[config.mk]
export PLATFORM = sky130hd
export DESIGN_NAME = serial_tx_arbiter_flat
export DESIGN_NICKNAME = d
export VERILOG_FILES = /design/src/rtl/serial_tx_arbiter_if.sv /design/src/rtl/serial_tx_arbiter.sv /design/src/flat_wrapper.sv
export SDC_FILE = /design/constraint.sdc
export NUM_CORES = 1
export LEC_CHECK = 0
export CORE_MARGIN = 1.5
export CORE_UTILIZATION = 40
export DETAILED_ROUTE_END_ITERATION = 6
export GPL_TIMING_DRIVEN = 0
export HOLD_SLACK_MARGIN = 0.06
export PLACE_DENSITY = 0.74
export SLEW_MARGIN = 20
export SYNTH_ARGS = -nofsm -noshare
export SYNTH_HDL_FRONTEND = slang
export SYNTH_SLANG_ARGS = --single-unit
[constraint.sdc]
create_clock -name clk -period 2.4 [get_ports clk]
set_input_delay 0.48 -clock clk [delete_from_list [all_inputs] [get_ports clk]]
set_output_delay 0.48 -clock clk [all_outputs]
set_load 0.01 [all_outputs]
[src/rtl/serial_tx_arbiter_if.sv]
// Request/serial bus of the shared LSB-first serial transmitter.
interface serial_tx_arbiter_if #(
  parameter int unsigned N_REQ  = 4,
  parameter int unsigned DATA_W = 4,
  parameter int unsigned ID_W   = $clog2(N_REQ)
);
  logic [N_REQ-1:0]        req_vld_i;
  logic [N_REQ*DATA_W-1:0] req_data_i;
  logic [N_REQ-1:0]        req_rdy_o;
  logic                    serial_o;
  logic                    valid_o;
  logic                    sof_o;
  logic [ID_W-1:0]         src_id_o;
  logic                    busy_o;

  // Transmitter side
  modport slave (
    input  req_vld_i, req_data_i,
    output req_rdy_o, serial_o, valid_o, sof_o, src_id_o, busy_o
  );

  // Requester / environment side
  modport master (
    output req_vld_i, req_data_i,
    input  req_rdy_o, serial_o, valid_o, sof_o, src_id_o, busy_o
  );
endinterface

[src/rtl/serial_tx_arbiter.sv]
// Round-robin arbiter feeding one LSB-first shifter; the next grant is
// issued on the last bit of the current word so the stream has no bubbles.
module serial_tx_arbiter #(
  parameter int unsigned N_REQ  = 4,
  parameter int unsigned DATA_W = 4,
  parameter int unsigned ID_W   = $clog2(N_REQ)
) (
  input  logic               clk,
  input  logic               reset_n,
  serial_tx_arbiter_if.slave bus
);
  localparam int unsigned     CNT_W   = $clog2(DATA_W);
  localparam logic [CNT_W-1:0] LAST   = CNT_W'(DATA_W - 1);
  localparam logic [ID_W-1:0]  RR_INIT = ID_W'(N_REQ - 1);

  typedef enum logic {IDLE, SHIFT} state_t;

  state_t            state_q, state_d;
  logic [DATA_W-1:0] shift_q, shift_d;
  logic [CNT_W-1:0]  cnt_q, cnt_d;
  logic [ID_W-1:0]   src_q, src_d;
  logic [ID_W-1:0]   rr_q, rr_d;
  logic              armed_q;

  logic [ID_W-1:0]   grant, cand;
  logic              found, grant_en, hs;
  logic [DATA_W-1:0] words [N_REQ];

  for (genvar i = 0; i < N_REQ; i++) begin : g_word
    assign words[i] = bus.req_data_i[i*DATA_W +: DATA_W];
  end

  // Grants are held off until the first edge after reset release, so every
  // output, rdy included, stays 0 in that first cycle.
  assign grant_en = armed_q & ((state_q == IDLE) | (cnt_q == LAST));
  assign hs       = grant_en & found;

  // Round-robin search starting just after the previous winner
  always_comb begin
    found = 1'b0;
    grant = '0;
    cand  = '0;
    for (int unsigned k = 1; k <= N_REQ; k++) begin
      cand = ID_W'((32'(rr_q) + k) % N_REQ);
      if (!found && bus.req_vld_i[cand]) begin
        found = 1'b1;
        grant = cand;
      end
    end
  end

  // State register
  always_ff @(posedge clk or negedge reset_n) begin
    if (!reset_n) begin
      state_q <= IDLE;
      shift_q <= '0;
      cnt_q   <= '0;
      src_q   <= '0;
      rr_q    <= RR_INIT;
      armed_q <= 1'b0;
    end else begin
      state_q <= state_d;
      shift_q <= shift_d;
      cnt_q   <= cnt_d;
      src_q   <= src_d;
      rr_q    <= rr_d;
      armed_q <= 1'b1;
    end
  end

  // Next-state: load on handshake, otherwise shift or retire the word
  always_comb begin
    state_d = state_q;
    shift_d = shift_q;
    cnt_d   = cnt_q;
    src_d   = src_q;
    rr_d    = rr_q;
    if (hs) begin
      state_d = SHIFT;
      shift_d = words[grant];
      cnt_d   = '0;
      src_d   = grant;
      rr_d    = grant;
    end else if (state_q == SHIFT) begin
      if (cnt_q != LAST) begin
        shift_d = shift_q >> 1;
        cnt_d   = cnt_q + CNT_W'(1);
      end else begin
        state_d = IDLE;
        shift_d = '0;
        cnt_d   = '0;
      end
    end
  end

  // Outputs
  always_comb begin
    bus.req_rdy_o = '0;
    if (hs) bus.req_rdy_o[grant] = 1'b1;
    bus.serial_o = shift_q[0];
    bus.valid_o  = (state_q == SHIFT);
    bus.busy_o   = (state_q == SHIFT);
    bus.sof_o    = (state_q == SHIFT) && (cnt_q == '0);
    bus.src_id_o = (state_q == SHIFT) ? src_q : '0;
  end
endmodule

[src/flat_wrapper.sv]
// flat-port wrapper written by rule: the top's interface ports become plain ports
module serial_tx_arbiter_flat 
#(
  parameter int unsigned N_REQ  = 4,
  parameter int unsigned DATA_W = 4,
  parameter int unsigned ID_W   = $clog2(N_REQ)
)
  (clk, reset_n, bus_req_vld_i, bus_req_data_i, bus_req_rdy_o, bus_serial_o, bus_valid_o, bus_sof_o, bus_src_id_o, bus_busy_o);
  serial_tx_arbiter_if #(.N_REQ(N_REQ), .DATA_W(DATA_W), .ID_W(ID_W)) bus_i ();
  input  logic clk;
  input  logic reset_n;
  input wire logic [$bits(bus_i.req_vld_i)-1:0] bus_req_vld_i;
  input wire logic [$bits(bus_i.req_data_i)-1:0] bus_req_data_i;
  output wire logic [$bits(bus_i.req_rdy_o)-1:0] bus_req_rdy_o;
  output wire logic [$bits(bus_i.serial_o)-1:0] bus_serial_o;
  output wire logic [$bits(bus_i.valid_o)-1:0] bus_valid_o;
  output wire logic [$bits(bus_i.sof_o)-1:0] bus_sof_o;
  output wire logic [$bits(bus_i.src_id_o)-1:0] bus_src_id_o;
  output wire logic [$bits(bus_i.busy_o)-1:0] bus_busy_o;
  assign bus_i.req_vld_i = bus_req_vld_i;
  assign bus_i.req_data_i = bus_req_data_i;
  assign bus_req_rdy_o = bus_i.req_rdy_o;
  assign bus_serial_o = bus_i.serial_o;
  assign bus_valid_o = bus_i.valid_o;
  assign bus_sof_o = bus_i.sof_o;
  assign bus_src_id_o = bus_i.src_id_o;
  assign bus_busy_o = bus_i.busy_o;
  serial_tx_arbiter #(.N_REQ(N_REQ), .DATA_W(DATA_W), .ID_W(ID_W)) u_core (.clk(clk), .reset_n(reset_n), .bus(bus_i));
endmodule
==> summary.md, run 1 <==
| Metric | Value |
|---|---|
| Actual slew at the worst max-slew pin | `0.549 ns` |
| Status | `finished, final reports clean` |
| Clock root buffer | `clkbuf_4` |
| Number of enable flip-flop cells after synthesis | `0` |
| Final core utilization | `66.4%` |
| Drt drc | `0` |
| Clock transition time at the flip-flop clock pins of the worst setup and hold paths | `0.07 ns` |
| Flops & latches, synth | `12` |
| Gr ovfl total | `0` |
| Area added between synthesis and finish | `55.4%` |
| Data arrival time of the critical path | `1.84 ns` |
| IO Port Bufs | `31` |
| Post-DR wirelength/cell | `13.6 um` |
| Max cap viols | `0` |
| Number of rows created at floorplan | `16` |
| Worst setup path class | `flop to primary output` |
| Final critical-path setup slack | `0.0750 ns` |
| Setup violators final | `0` |
| Clock latency at the later pin of the worst-skew pair | `0.26 ns` |
| Boundary pin count | `32` |
| TritonCTS clock tree | `built` |
| Final weighted congestion of routability-driven global placement | `0.730` |
| Total leakage power | `0.591 nW` |
| Top cells by area in the synthesized netlist | `dfrtp_1 30%, nand2_1 6.7%, dfstp_2 6.3%` |
| Number of sinks on the clock net | `12` |
| Worst-path fanout max | `7` |
| Async SR Flop Fraction | `100%` |
| DRT antenna net count | `0` |
| Cells after synthesis | `96` |
| Fmax | `430 MHz` |
| TritonRoute pass-1 iters | `4` |
| Syn. warnings | `0` |
| Number of H-tree levels | `1` |
| Cell occurring most often along the worst timing path | `nand2_1` |
| Top cell type by total area after synthesis | `dfrtp_1` |
| Worst supply voltage drop on vdd | `657 uV` |
| Half-perimeter wire length after detailed placement | `1.53 mm` |
| Floorplan die area | `2380 um2` |
| Via density per instance | `5.17` |
| CP cell instances | `nand2_1, a31oi_4, buf_6, nand2_1, and3_1, dlygate4sd2_1` |
| Core region area | `1960 um2` |
| Antenna fix cells | `0` |
| Post-route total power | `0.00121 W` |
| Number of distinct library cell variants in the gate-level netlist after synthesis | `32` |
| Area share of the largest cell type after synthesis | `29.9%` |
| GRT Resource Usage Total | `20.5%` |
| Final Hold Viols | `0` |
| Most frequently used flop master after synthesis | `dfrtp_1` |
| Critical Path Max Stage Delay | `0.59 ns` |
| Setup TNS | `0 ns` |
| Startpoint types | `flop` |
| Number of buffers added by the clock tree synthesis step | `3` |
| Relative slew margins | `63.3%` |
| Delay-heaviest family, CP | `flip-flops` |
| Fill cell instance count of the final layout | `192` |
| Required time at the worst-slack endpoint | `1.92 ns` |
| Post-Place Setup Slack | `-0.730 ns` |
| Post-Route WL | `2.25 mm` |
| Synthesized Nets | `120` |
| Number of buffer and inverter instances along the worst setup path | `2` |
| Critical-path top delay cell | `dfstp_2` |
| DRC violation total after the first TritonRoute iteration | `15` |
| First-pass GRT wire length | `3.82 mm` |
| Mean Syn Cell Area | `8.73 um2` |
| Synthesized cell area | `838 um2` |
| Final period utilization | `96.9%` |
| Die height | `48.8 um` |
| Minimum clock period | `2.32 ns` |
| Pwr/cell area | `932 nW/um2` |
| Critical path endpoint category | `primary output` |
| Buffer levels on the longest clock path | `2` |
| Sequential share of the synthesized area | `36.1%` |
| Worst hold path type | `flop to flop` |
| Final net count | `164` |
| Setup repair after global routing missed its margin | `no` |
| Pin count of the biggest net entering global routing | `13` |
| Die boundary width | `48.8 um` |
| Number of pins exceeding their max-slew limit in the final report | `0` |
| Cts-stage hold buffer count | `0` |
| Fraction of final layout cells with drive strength greater than 1 | `20.3%` |
| Skew final | `0.00190 ns` |
| Starting density of the core | `42.7%` |
| Initial antenna violation count | `0` |
| Number of global-route vias before repair | `859` |
| Count of vias placed by the detailed router | `853` |
## metal layers
metal,global-route usage (%),vias to the layer above,part of all wire [%]
li1,-,429,-
met4,5.71,0,0.84
met5,0,-,0
met1,25.6,399,45
met2,37.2,21,50
met3,2.15,4,3.5
## cells in the mapped netlist (all sizes together), types with 3 or more instances
cell and number:
nand2 16, dfrtp 10, nor2 10, inv 6, a31oi 5, mux2i 5, a21oi 4, and2 4
nand2b 4, nand3 4, a21boi 3, and3 3
## sequential cells by signal, indices dropped and copies added, names as in the netlist
| name | count |
|---|---|
| u_core.shift_q | 4 |
| u_core.rr_q | 2 |
| u_core.bus.busy_o | 1 |
| u_core.cnt_q | 2 |
| u_core.armed_q | 1 |
| u_core.src_q | 2 |
## stage by stage
stage / hold slack, ns / cells / instance area (um2)
6_report: 0.478 / 165 / 1300
3_3_place_gp: 0.458 / 154 / 1180
4_1_cts: 0.486 / 165 / 1300
3_5_place_dp: 0.465 / 154 / 1180
5_1_grt: 0.522 / 165 / 1300
2_1_floorplan: 0.184 / 96 / 838
## cells by family (layout without fill, tap and decap cells)
kind of cell | after synthesis | after routing | share of synthesized area (%)
DFF | 12 | 12 | 36.1
adders and majority gates | 2 | 2 | 2.98
other | 1 | 1 | 0.447
AOI/OAI and AO/OA | 26 | 26 | 26.7
and+or+nand+nor | 41 | 41 | 22.8
buffers and inverters | 9 | 51 | 4.92
muxes | 5 | 5 | 5.97
## layout make-up
type / instances / area (um2) / share of cell area (%)
multi-input cells: 75 / 532 / 40.8
repair buffers: 39 / 367 / 28.1
flip-flops and latches: 12 / 303 / 23.2
well taps: 27 / 33.8 / 2.59
clock buffers: 3 / 22.5 / 1.73
plain buffers: 3 / 22.5 / 1.73
inverters: 6 / 22.5 / 1.73
## final timing paths
| kind | startpoint | endpoint | slack, ns | cells past startpoint |
|---|---|---|---|---|
| max in group asynchronous | reset_n | u_core.rr_q[1]$_DFFE_PN1P_ | 1.46 | 1 |
| worst min register to register | u_core.src_q[1]$_DFFE_PN0P_ | u_core.src_q[1]$_DFFE_PN0P_ | 0.48 | 2 |
| worst max register to register | u_core.rr_q[1]$_DFFE_PN1P_ | u_core.shift_q[1]$_DFFE_PN0P_ | 0.66 | 7 |
| worst max-delay path | u_core.rr_q[1]$_DFFE_PN1P_ | bus_req_rdy_o[1] | 0.08 | 6 |
| min in group asynchronous | reset_n | u_core.src_q[1]$_DFFE_PN0P_ | 0.57 | 1 |
| worst min-delay path | u_core.src_q[1]$_DFFE_PN0P_ | u_core.src_q[1]$_DFFE_PN0P_ | 0.48 | 2 |
## cells in the final DEF (no fill, tap or decap), types with 3 or more instances in the layout
| cell type | count |
|---|---|
| clkdlybuf4s50_1 | 23 |
| nand2_1 | 15 |
| nor2_1 | 10 |
| dfrtp_1 | 10 |
| buf_4 | 8 |
| inv_1 | 6 |
| mux2i_1 | 5 |
| nand2b_1 | 4 |
| nand3_1 | 4 |
| dlygate4sd2_1 | 4 |
| and2_1 | 3 |
| a31oi_1 | 3 |
| a21oi_1 | 3 |
| clkbuf_4 | 3 |
## what timing repair did
action	CTS	global route
endpoints found under the setup margin	4	4
gates resized for setup	17	5
pin swaps	3	2
setup buffers	8	0
## worst register-to-register path: cells and delay by family (launching register included)
family	cells	cell delay (ns)
compound gates	4	0.55
buf+inv	2	0.29
flops	1	0.59
mux	1	0.21
## power by group
part / internal (W) / switching, W / leakage, nW
Sequential: 0.000293 / 0.0000643 / 0.144
Combinational: 0.000386 / 0.000353 / 0.434
Clock: 0.0000579 / 0.0000609 / 0.0138
No activity file was read; power rests on OpenSTA's default activity.
==> run 2, diff against run 1 <==
Settings changed: GPL_ROUTABILITY_DRIVEN set to 0.
==> results of run 2 <==
The final DEF is identical to that of run 1; final timing and power are the same.
==> run 3, diff against run 2 <==
Settings changed: SKIP_CTS_REPAIR_TIMING set to 1.
==> run 3 against run 2 <==
Critical path depth rose by 1. Worst hold slack improved by 0.0019 ns. Sequential power barely moved. Register-to-register slack got worse by 0.02 ns. Flip-flop and latch count did not move. Cell count did not move. Clock-buffer cell count did not move. Non-clock buffer count did not move.
==> summary.md, run 3 (synthesis results as in run 1) <==
| Metric | Value |
|---|---|
| Worst-path fanout max | `7 (unchanged)` |
| Number of sinks on the clock net | `12 (unchanged)` |
| Post-route total power | `0.00122 W (+0.60%)` |
| Starting density of the core | `42.7% (unchanged)` |
| GRT Resource Usage Total | `18.7% (-1.8 points)` |
| Worst setup path class | `flop to primary output` |
| Worst hold path type | `flop to flop` |
| Total placed cells including tap cells | `154 (unchanged)` |
| Clk network pwr share | `9.7% (about the same)` |
| Boundary pin count | `32 (unchanged)` |
| Startpoint types | `flop` |
| Non-filler cells, final | `165 (unchanged)` |
| Post-Route WL | `2.33 mm (+3.7%)` |
| Half-perimeter wire length after detailed placement | `1.53 mm (unchanged)` |
| Most used cells in the layout excluding fill and tap cells | `23 x clkdlybuf4s50_1, 15 x nand2_1, 10 x nor2_1, 10 x dfrtp_1, 9 x buf_4` |
| Number of buffer and inverter instances along the worst setup path | `3 (+1)` |
| Max cap viols | `0 (unchanged)` |
| Sw frac | `39.6% (+0.26 points)` |
| Most common cell after layout, fill and taps aside | `clkdlybuf4s50_1` |
| Switching power summed over all nets | `0.000484 W (+1.3%)` |
| Minimum clock period | `2.30 ns (-0.0241 ns)` |
| Clock transition time at the flip-flop clock pins of the worst setup and hold paths | `0.07 ns (about the same)` |
| Die boundary width | `48.8 um (unchanged)` |
| DRT antenna net count | `0 (unchanged)` |
| Final critical-path setup slack | `0.0992 ns (+0.0241 ns)` |
| Via density per instance | `5.29 (+2.3%)` |
| Number of H-tree levels | `1 (unchanged)` |
| Sequential share of power | `29.3% (about the same)` |
| DRC violation total after the first TritonRoute iteration | `27 (+12)` |
| Cell internal pwr | `0.000738 W (+0.16%)` |
| Actual slew at the worst max-slew pin | `0.551 ns (+0.00159 ns)` |
| Initial antenna violation count | `0 (unchanged)` |
| Critical-path top delay cell | `dfstp_2` |
| Area added between synthesis and finish | `56.7%` |
| Fmax | `435 MHz (+1.0%)` |
| Number of global-route vias before repair | `795 (-7.5%)` |
| TritonCTS clock tree | `built` |
| Register name with the most flops | `u_core.shift_q` |
| Max reg flops | `4 (unchanged)` |
| TritonRoute pass-1 iters | `5 (+1)` |
| Count of vias placed by the detailed router | `873 (+2.3%)` |
| Pwr/cell area | `930 nW/um2 (-0.26%)` |
| First-pass GRT wire length | `3.53 mm (-7.8%)` |
| Total leakage power | `0.668 nW (+13%)` |
| Floorplan die area | `2380 um2 (unchanged)` |
| Post-route cell area | `1310 um2 (+0.86%)` |
| Storage cell area | `303 um2 (unchanged)` |
| Gr ovfl total | `0 (unchanged)` |
| Clock latency at the later pin of the worst-skew pair | `0.26 ns (about the same)` |
| Required time at the worst-slack endpoint | `1.92 ns (about the same)` |
| Antenna fix cells | `0 (unchanged)` |
| Drt drc | `0 (unchanged)` |
| Final Hold Viols | `0 (unchanged)` |
| Clock root buffer | `clkbuf_4` |
| Die height | `48.8 um (unchanged)` |
| Final period utilization | `95.9% (-1.0 points)` |
| Skew final | `0.00192 ns (+0.0000242 ns)` |
| Critical path endpoint category | `primary output` |
| Footprint of the multi-input gates | `527 um2 (-0.94%)` |
| Fill cell instance count of the final layout | `190 (-1.0%)` |
| Buffer levels on the longest clock path | `2 (unchanged)` |
| Post-DR wirelength/cell | `14.1 um (+3.7%)` |
| Number of buffers added by the clock tree synthesis step | `3 (unchanged)` |
| Setup violators final | `0 (unchanged)` |
| Number of rows created at floorplan | `16 (unchanged)` |
| Pin count of the biggest net entering global routing | `13 (unchanged)` |
| Data arrival time of the critical path | `1.82 ns (-0.02 ns)` |
| Relative slew margins | `63.2% (-0.11 points)` |
| Core region area | `1960 um2 (unchanged)` |
| Comb pwr share | `61.0% (+0.2 points)` |
| CP cell instances | `mux2i_1, o22a_1, o21ai_2, buf_6, buf_4, nor2_1, buf_2` |
| Number of pins exceeding their max-slew limit in the final report | `0 (unchanged)` |
| Critical Path Max Stage Delay | `0.60 ns (about the same)` |
| Final net count | `164 (unchanged)` |
| Status | `finished, final reports clean` |
| Dpl cell area | `1180 um2 (unchanged)` |
| Worst supply voltage drop on vdd | `658 uV (about the same)` |
| Post-Place Setup Slack | `-0.730 ns (unchanged)` |
| Delay-heaviest family, CP | `flip-flops` |
| IO Port Bufs | `31 (unchanged)` |
| Fraction of final layout cells with drive strength greater than 1 | `18.1% (-2.2 points)` |
| Final core utilization | `67.0% (+0.57 points)` |
[run 3: layout make-up]
class                           instances  area share (%)
Inverter                                6            1.71
Timing Repair Buffer                   39            29.1
Tap cell                               27            2.57
Sequential cell                        12            23.0
Clock buffer                            3            1.71
Buffer                                  3            1.71
Multi-Input combinational cell         75            40.1
[run 3: per-layer routing]
layer / global-route usage, % / wire (um)
met1: 23.6 / 1020
met2: 33.1 / 1170
met3: 2.15 / 111
met4: 5.71 / 39
met5: 0 / 0
[run 3: final timing paths]
kind	startpoint	end	slack, ns	cells after the start
setup / recovery	u_core.rr_q[1]$_DFFE_PN1P_	bus_req_rdy_o[0]	0.1	7
hold / removal	u_core.src_q[1]$_DFFE_PN0P_	u_core.src_q[1]$_DFFE_PN0P_	0.48	2
setup reg to reg	u_core.rr_q[1]$_DFFE_PN1P_	u_core.shift_q[1]$_DFFE_PN0P_	0.64	7
hold reg to reg	u_core.src_q[1]$_DFFE_PN0P_	u_core.src_q[1]$_DFFE_PN0P_	0.48	2
max in group asynchronous	reset_n	u_core.rr_q[1]$_DFFE_PN1P_	1.46	1
min in group asynchronous	reset_n	u_core.src_q[1]$_DFFE_PN0P_	0.57	1
[run 3: worst register-to-register path, delay by kind of cell (launching register included)]
family,cells,cell delay [ns]
flip-flops,1,0.60
AO/OA/AOI/OAI,4,0.56
buffers and inverters,2,0.29
multiplexers,1,0.21
[run 3: per-stage QoR]
| stage | setup TNS (ns) | hold WS [ns] |
|---|---|---|
| after floorplan | 0 | 0.184 |
| after global placement | -2.59 | 0.458 |
| after detailed placement | -2.65 | 0.465 |
| after CTS | -2.70 | 0.486 |
| after global routing | -0.00912 | 0.522 |
| final | 0 | 0.480 |
[run 3: power by group through the flow]
| stage | Sequential [W] | Clock (W) | Combinational [W] |
|---|---|---|---|
| detailed placement | 0.000361 | 0 | 0.000633 |
| global placement | 0.000356 | 0 | 0.000622 |
| finish | 0.000358 | 0.000119 | 0.000745 |
| floorplan | 0.000351 | 0 | 0.000401 |
| global route | 0.000371 | 0.000129 | 0.000812 |
| CTS | 0.000357 | 0.000122 | 0.000640 |
